--- config.mk ---
export PLATFORM = sky130hd
export DESIGN_NAME = led_pattern_flat
export DESIGN_NICKNAME = d
export VERILOG_FILES = /design/src/rtl/led_pattern_if.sv /design/src/rtl/led_pattern.sv /design/src/flat_wrapper.sv
export SDC_FILE = /design/constraint.sdc
export NUM_CORES = 1
export LEC_CHECK = 0
export ABC_AREA = 1
export CAP_MARGIN = 25
export CORE_MARGIN = 5
export CORE_UTILIZATION = 29
export DETAILED_ROUTE_END_ITERATION = 10
export GPL_ROUTABILITY_DRIVEN = 0
export GPL_TIMING_DRIVEN = 0
export SLEW_MARGIN = 30
export SYNTH_ARGS = -nofsm -noshare
export SYNTH_HDL_FRONTEND = slang
export SYNTH_SLANG_ARGS = --single-unit
--- constraint.sdc ---
create_clock -name clk -period 3.2 [get_ports clk]
set_clock_uncertainty 0.1 [all_clocks]
set_input_delay 0.96 -clock clk [delete_from_list [all_inputs] [get_ports clk]]
set_output_delay 0.96 -clock clk [all_outputs]
set_load 0.01 [all_outputs]
--- src/rtl/led_pattern_if.sv ---
// LED pattern generator bus: step/mode/hold controls in, LED drive and wrap pulse out.
// With LED_PATTERN_PWM_EN defined the bus also carries the PWM duty setting.
interface led_pattern_if;
   logic       en;
   logic [1:0] mode;
   logic       hold;
   logic [7:0] led;
   logic       wrap;
`ifdef LED_PATTERN_PWM_EN
   logic [3:0] duty;

   modport master (output en, output mode, output hold, output duty,
                   input led, input wrap);
   modport slave  (input en, input mode, input hold, input duty,
                   output led, output wrap);
`else
   modport master (output en, output mode, output hold,
                   input led, input wrap);
   modport slave  (input en, input mode, input hold,
                   output led, output wrap);
`endif
endinterface

--- src/rtl/led_pattern.sv ---
// LED pattern generator: binary count, rotate, ping-pong and blink patterns,
// advanced one step per en tick unless hold is set.
// Optional macro LED_PATTERN_PWM_EN adds a 4-bit duty input that dims the
// LED drive with a free-running 16-step PWM counter.
//
// Ping-pong state | meaning
// ----------------+---------------------------------------------
// PP_LEFT         | lit bit walking toward bit 7
// PP_RIGHT        | lit bit walking back toward bit 0
module led_pattern #(
   parameter logic [7:0] BLINK_MASK = 8'hFF
) (
   input  logic         clk,
   input  logic         rst,
   led_pattern_if.slave bus
);

   typedef enum logic {PP_LEFT, PP_RIGHT} pp_state_t;

   localparam logic [1:0] MODE_COUNT  = 2'd0;
   localparam logic [1:0] MODE_ROTATE = 2'd1;
   localparam logic [1:0] MODE_PING   = 2'd2;
   localparam logic [1:0] MODE_BLINK  = 2'd3;

   logic [7:0] r_pat;
   logic [1:0] r_mode_q;
   pp_state_t  r_pp;
   logic       r_wrap;
   logic [7:0] r_led;

   logic [7:0] w_pat_nxt;
   logic [1:0] w_mode_nxt;
   pp_state_t  w_pp_nxt;
   logic       w_wrap_nxt;
   logic [7:0] w_led_nxt;
   logic       w_step;
   logic       w_onehot;

   assign w_step   = bus.en & ~bus.hold;
   assign w_onehot = (r_pat != 8'h00) && ((r_pat & (r_pat - 8'd1)) == 8'h00);

   // State register: pattern, latched mode, ping-pong direction, outputs.
   always_ff @(posedge clk or negedge rst) begin
      if (!rst) begin
         r_pat    <= 8'h00;
         r_mode_q <= MODE_COUNT;
         r_pp     <= PP_LEFT;
         r_wrap   <= 1'b0;
         r_led    <= 8'h00;
      end else begin
         r_pat    <= w_pat_nxt;
         r_mode_q <= w_mode_nxt;
         r_pp     <= w_pp_nxt;
         r_wrap   <= w_wrap_nxt;
         r_led    <= w_led_nxt;
      end
   end

   // Next-state logic: a mode change only loads the start pattern; otherwise
   // the latched mode decides how the pattern advances and when it wraps.
   always_comb begin
      w_pat_nxt  = r_pat;
      w_mode_nxt = r_mode_q;
      w_pp_nxt   = r_pp;
      w_wrap_nxt = 1'b0;
      if (w_step) begin
         if (bus.mode != r_mode_q) begin
            w_mode_nxt = bus.mode;
            w_pp_nxt   = PP_LEFT;
            case (bus.mode)
               MODE_COUNT:  w_pat_nxt = 8'h00;
               MODE_ROTATE: w_pat_nxt = 8'h01;
               MODE_PING:   w_pat_nxt = 8'h01;
               default:     w_pat_nxt = 8'h00;
            endcase
         end else begin
            case (r_mode_q)
               MODE_COUNT: begin
                  w_pat_nxt  = r_pat + 8'd1;
                  w_wrap_nxt = (r_pat == 8'hFF);
               end
               MODE_ROTATE: begin
                  w_pat_nxt  = {r_pat[6:0], r_pat[7]};
                  w_wrap_nxt = (r_pat == 8'h80);
               end
               MODE_PING: begin
                  // Any corrupted or end-of-travel pattern restarts the walk.
                  if (!w_onehot) begin
                     w_pat_nxt = 8'h01;
                     w_pp_nxt  = PP_LEFT;
                  end else if (r_pp == PP_LEFT) begin
                     if (r_pat == 8'h80) begin
                        w_pat_nxt = 8'h01;
                        w_pp_nxt  = PP_LEFT;
                     end else if (r_pat == 8'h40) begin
                        w_pat_nxt = 8'h80;
                        w_pp_nxt  = PP_RIGHT;
                     end else begin
                        w_pat_nxt = r_pat << 1;
                     end
                  end else begin
                     if (r_pat == 8'h01) begin
                        w_pat_nxt = 8'h01;
                        w_pp_nxt  = PP_LEFT;
                     end else if (r_pat == 8'h02) begin
                        w_pat_nxt  = 8'h01;
                        w_pp_nxt   = PP_LEFT;
                        w_wrap_nxt = 1'b1;
                     end else begin
                        w_pat_nxt = r_pat >> 1;
                     end
                  end
               end
               default: begin
                  if (r_pat == BLINK_MASK) begin
                     w_pat_nxt  = 8'h00;
                     w_wrap_nxt = 1'b1;
                  end else if (r_pat == 8'h00) begin
                     w_pat_nxt = BLINK_MASK;
                  end else begin
                     w_pat_nxt = 8'h00;
                  end
               end
            endcase
         end
      end
   end

`ifdef LED_PATTERN_PWM_EN
   logic [3:0] r_pwm_cnt;
   logic [3:0] w_pwm_nxt;

   assign w_pwm_nxt = r_pwm_cnt + 4'd1;

   // Free-running PWM phase counter.
   always_ff @(posedge clk or negedge rst) begin
      if (!rst) begin
         r_pwm_cnt <= 4'h0;
      end else begin
         r_pwm_cnt <= w_pwm_nxt;
      end
   end

   // LED is registered, so gate against the phase the counter will hold next.
   always_comb begin
      w_led_nxt = 8'h00;
      if ((bus.duty == 4'hF) || (w_pwm_nxt < bus.duty)) begin
         w_led_nxt = w_pat_nxt;
      end
   end
`else
   assign w_led_nxt = w_pat_nxt;
`endif

   assign bus.led  = r_led;
   assign bus.wrap = r_wrap;

endmodule

--- src/flat_wrapper.sv ---
// flat-port wrapper written by rule: the top's interface ports become plain ports
module led_pattern_flat 
#(
   parameter logic [7:0] BLINK_MASK = 8'hFF
)
  (clk, rst, bus_en, bus_mode, bus_hold, bus_led, bus_wrap);
  led_pattern_if bus_i ();
  input  logic clk;
  input  logic rst;
  input wire logic [$bits(bus_i.en)-1:0] bus_en;
  input wire logic [$bits(bus_i.mode)-1:0] bus_mode;
  input wire logic [$bits(bus_i.hold)-1:0] bus_hold;
  output wire logic [$bits(bus_i.led)-1:0] bus_led;
  output wire logic [$bits(bus_i.wrap)-1:0] bus_wrap;
  assign bus_i.en = bus_en;
  assign bus_i.mode = bus_mode;
  assign bus_i.hold = bus_hold;
  assign bus_led = bus_i.led;
  assign bus_wrap = bus_i.wrap;
  led_pattern #(.BLINK_MASK(BLINK_MASK)) u_core (.clk(clk), .rst(rst), .bus(bus_i));
endmodule
==> run summary <==
Family with the most delay on the worst path -> buffers and inverters
Global Route met2 Usage -> 21.4%
Overall die height -> 77.6 um
Worst setup margin -> 0.670 ns
Worst vdd ir -> 0.000155 V
Worst-Skew Late Latency -> 0.25 ns
Worst Max-Slew Pin Slew -> 0.582 ns
Design Area, Final -> 0.00159 mm2
Clk root buf -> clkbuf_8
Core footprint -> 0.00438 mm2
Routing usage on met3 -> 3.24%
DP Worst Slack -> 0.486 ns
Horiz. Die Dim -> 77.6 um
Share of layout cells above drive strength 1 -> 14.4%
PD cells -> 485 mW/mm2
RSZ-0062 raised after global routing -> no
HP Class -> flop to flop
First-pass GRT wire length -> 6350 um
Crit-path max cell delay -> 0.63 ns
First-pass iteration count of the detailed router -> 4
Slowest-stage cell, CP -> clkdlybuf4s50_1
Crit Path Category -> flop to primary output
Die area -> 0.00603 mm2
Reg2reg setup slack -> 1.15 ns
GRT busiest layer -> met2
Register bit total from synthesis -> 12
Syn avg cell area -> 6.29 um2
Area growth syn-to-layout -> 19.6%
CP Buf/Inv Count -> 1
Vias per inst -> 4.88
FF-to-FF Start -> u_core.r_pat[1]
# rows -> 24
Met1 Usage GRT -> 17.1%
IO Count -> 15
Cell Chain, Critical Path -> clkdlybuf4s50_1
DRT antenna net count -> 0
Max Cap Viol -> 0
Commonest cells after routing, fill and taps aside -> nand2_1 (64), nor2_1 (27), nand3_1 (17)
Status -> finished, final reports clean
Post-CTS setup buffers -> 0
CP Data Arrival Time -> 1.47 ns
Antenna fix cells -> 0
CP Launch Type -> flop
Final-report setup violation count -> 0
Synth Instances -> 211
Synth Warn # -> 0
Critical Path RT -> 2.14 ns
Syn Nets -> 225
Post-route DRC violation count -> 0
Async set-or-reset flop fraction in the synthesized netlist -> 100%
Top FF cell, synth -> dfrtp_1
GRT Util Overall -> 13.1%
Post-synth EDFFs -> 0
Fillcell total -> 502
WHS Path Cells -> 3
Post-CTS Hold Buffers -> 0
Pleak -> 0.000751 uW
Largest net degree at the start of global routing -> 13
Critical Path Fanout Max -> 10
Port Buffers -> 14
Critical hold path startpoint -> u_core.r_pat[5]
Most common cell after layout, fill and taps aside -> nand2_1
Number of global-route vias before repair -> 1,336
Final count of pins violating max slew -> 0
CTS tree -> built
Rel. slew slack -> 61.1%
Initial cell density of the core -> 30.3%
Post-CTS resize count -> 0
Synthesized area -> 0.00133 mm2
Post-layout nets -> 244
Initial antenna violation count -> 0
Routed wire length -> 3670 um
Post-DR wirelength/cell -> 13.1 um
Post-DP Area -> 0.00153 mm2
FF-to-FF path depth -> 11
WHS Endpoint -> u_core.r_pat[5]
Hold Slack -> 0.554 ns
Total Power -> 769 uW
DR vias -> 1,372
Setup TNS -> 0 ns
Max Root-Sink Buffers -> 2
Sequential fraction of the synthesis area -> 22.6%
Max H-tree Level -> 1
Final worst-path cycle share -> 79.1%
Crit path capture type -> primary output
Total CTS buffers -> 3
Number of unique standard cell types used by synthesis -> 33
Final Hold Fails -> 0
Period minus WS final -> 2.53 ns
Worst r2r dst -> u_core.r_pat[2]
DP Wirelength -> 2730 um
First DRT Iteration DRCs -> 114
Clock sinks -> 12
Clk pin slew, worst setup/hold paths -> 0.06 ns
Total congestion overflow -> 0
Maximum clock frequency -> 395 MHz
==> tightest hold or removal path, cell delays in order (launching register included) <==
cell and delay, ns:
dfrtp_1 0.34, buf_4 0.17, nand2_1 0.06, nand2_1 0.05
==> cells in the mapped netlist (3+ instances only) <==
cell / instances / area [um2]
nand2_1: 64 / 240
nor2_1: 27 / 101
nand3_1: 17 / 85.1
inv_1: 14 / 52.6
dfrtp_1: 12 / 300
o21ai_0: 10 / 50.1
inv_2: 9 / 33.8
a21oi_1: 8 / 40.0
ha_1: 8 / 100
nor3_1: 4 / 20.0
a211oi_1: 3 / 22.5
buf_4: 3 / 22.5
==> cells by family after synthesis <==
kind of cell	Yosys count	synth area share, %
AND/OR/NAND/NOR	125	42.5
AO/OA/AOI/OAI	33	15.5
buffers and inverters	32	11.1
flip-flops	12	22.6
adder cells (fa/ha/maj)	8	7.55
XOR/XNOR	1	0.660
==> where the power goes <==
part	leakage [uW]	internal [uW]	switching (uW)
registers	0.000161	169	22.9
logic	0.000561	149	253
clock network	0.0000288	109	65.9
==> layer usage <==
metal	part of all wire [%]	vias up	wire length, um
met5	0	-	0
met4	1.1	0	41
met3	5.0	7	184
met2	47	32	1740
met1	46	620	1710
li1	-	713	-
==> how the worst max path moves through the flow <==
stage	slack [ns]	endpoint	cells past startpoint	start
after floorplan	1.27	u_core.r_pat[1]	7	bus_en
after global placement	0.46	u_core.r_pat[2]	8	bus_en
after detailed placement	0.49	u_core.r_pat[2]	8	bus_en
after CTS	0.65	bus_led[1]	1	u_core.r_pat[1]
after global routing	0.60	u_core.r_pat[5]	8	bus_en
final	0.67	bus_led[1]	1	u_core.r_pat[1]
==> flip-flops by register name, summed over array words and instances, names as in the netlist <==
name and count:
u_core.r_mode_q 2, u_core.r_pat 8, u_core.bus.wrap 1, u_core.r_pp 1
==> cell type report <==
class                   instances  area [um2]  share of cell area (%)
inverters                      24        90.1                    5.68
plain buffers                   8        57.6                    3.63
multi-input cells             167         878                    55.4
clock buffers                   4        55.1                    3.47
flip-flops and latches         12         300                    18.9
repair buffers                 14         140                    8.83
well taps                      52        65.1                    4.10
==> per-stage QoR <==
step / util [%] / instances
4_1_cts: 36.2 / 281
6_report: 36.2 / 281
3_3_place_gp: 34.9 / 277
3_5_place_dp: 34.9 / 277
5_1_grt: 36.2 / 281
2_1_floorplan: - / 211
(Power assumes the default switching activity.)
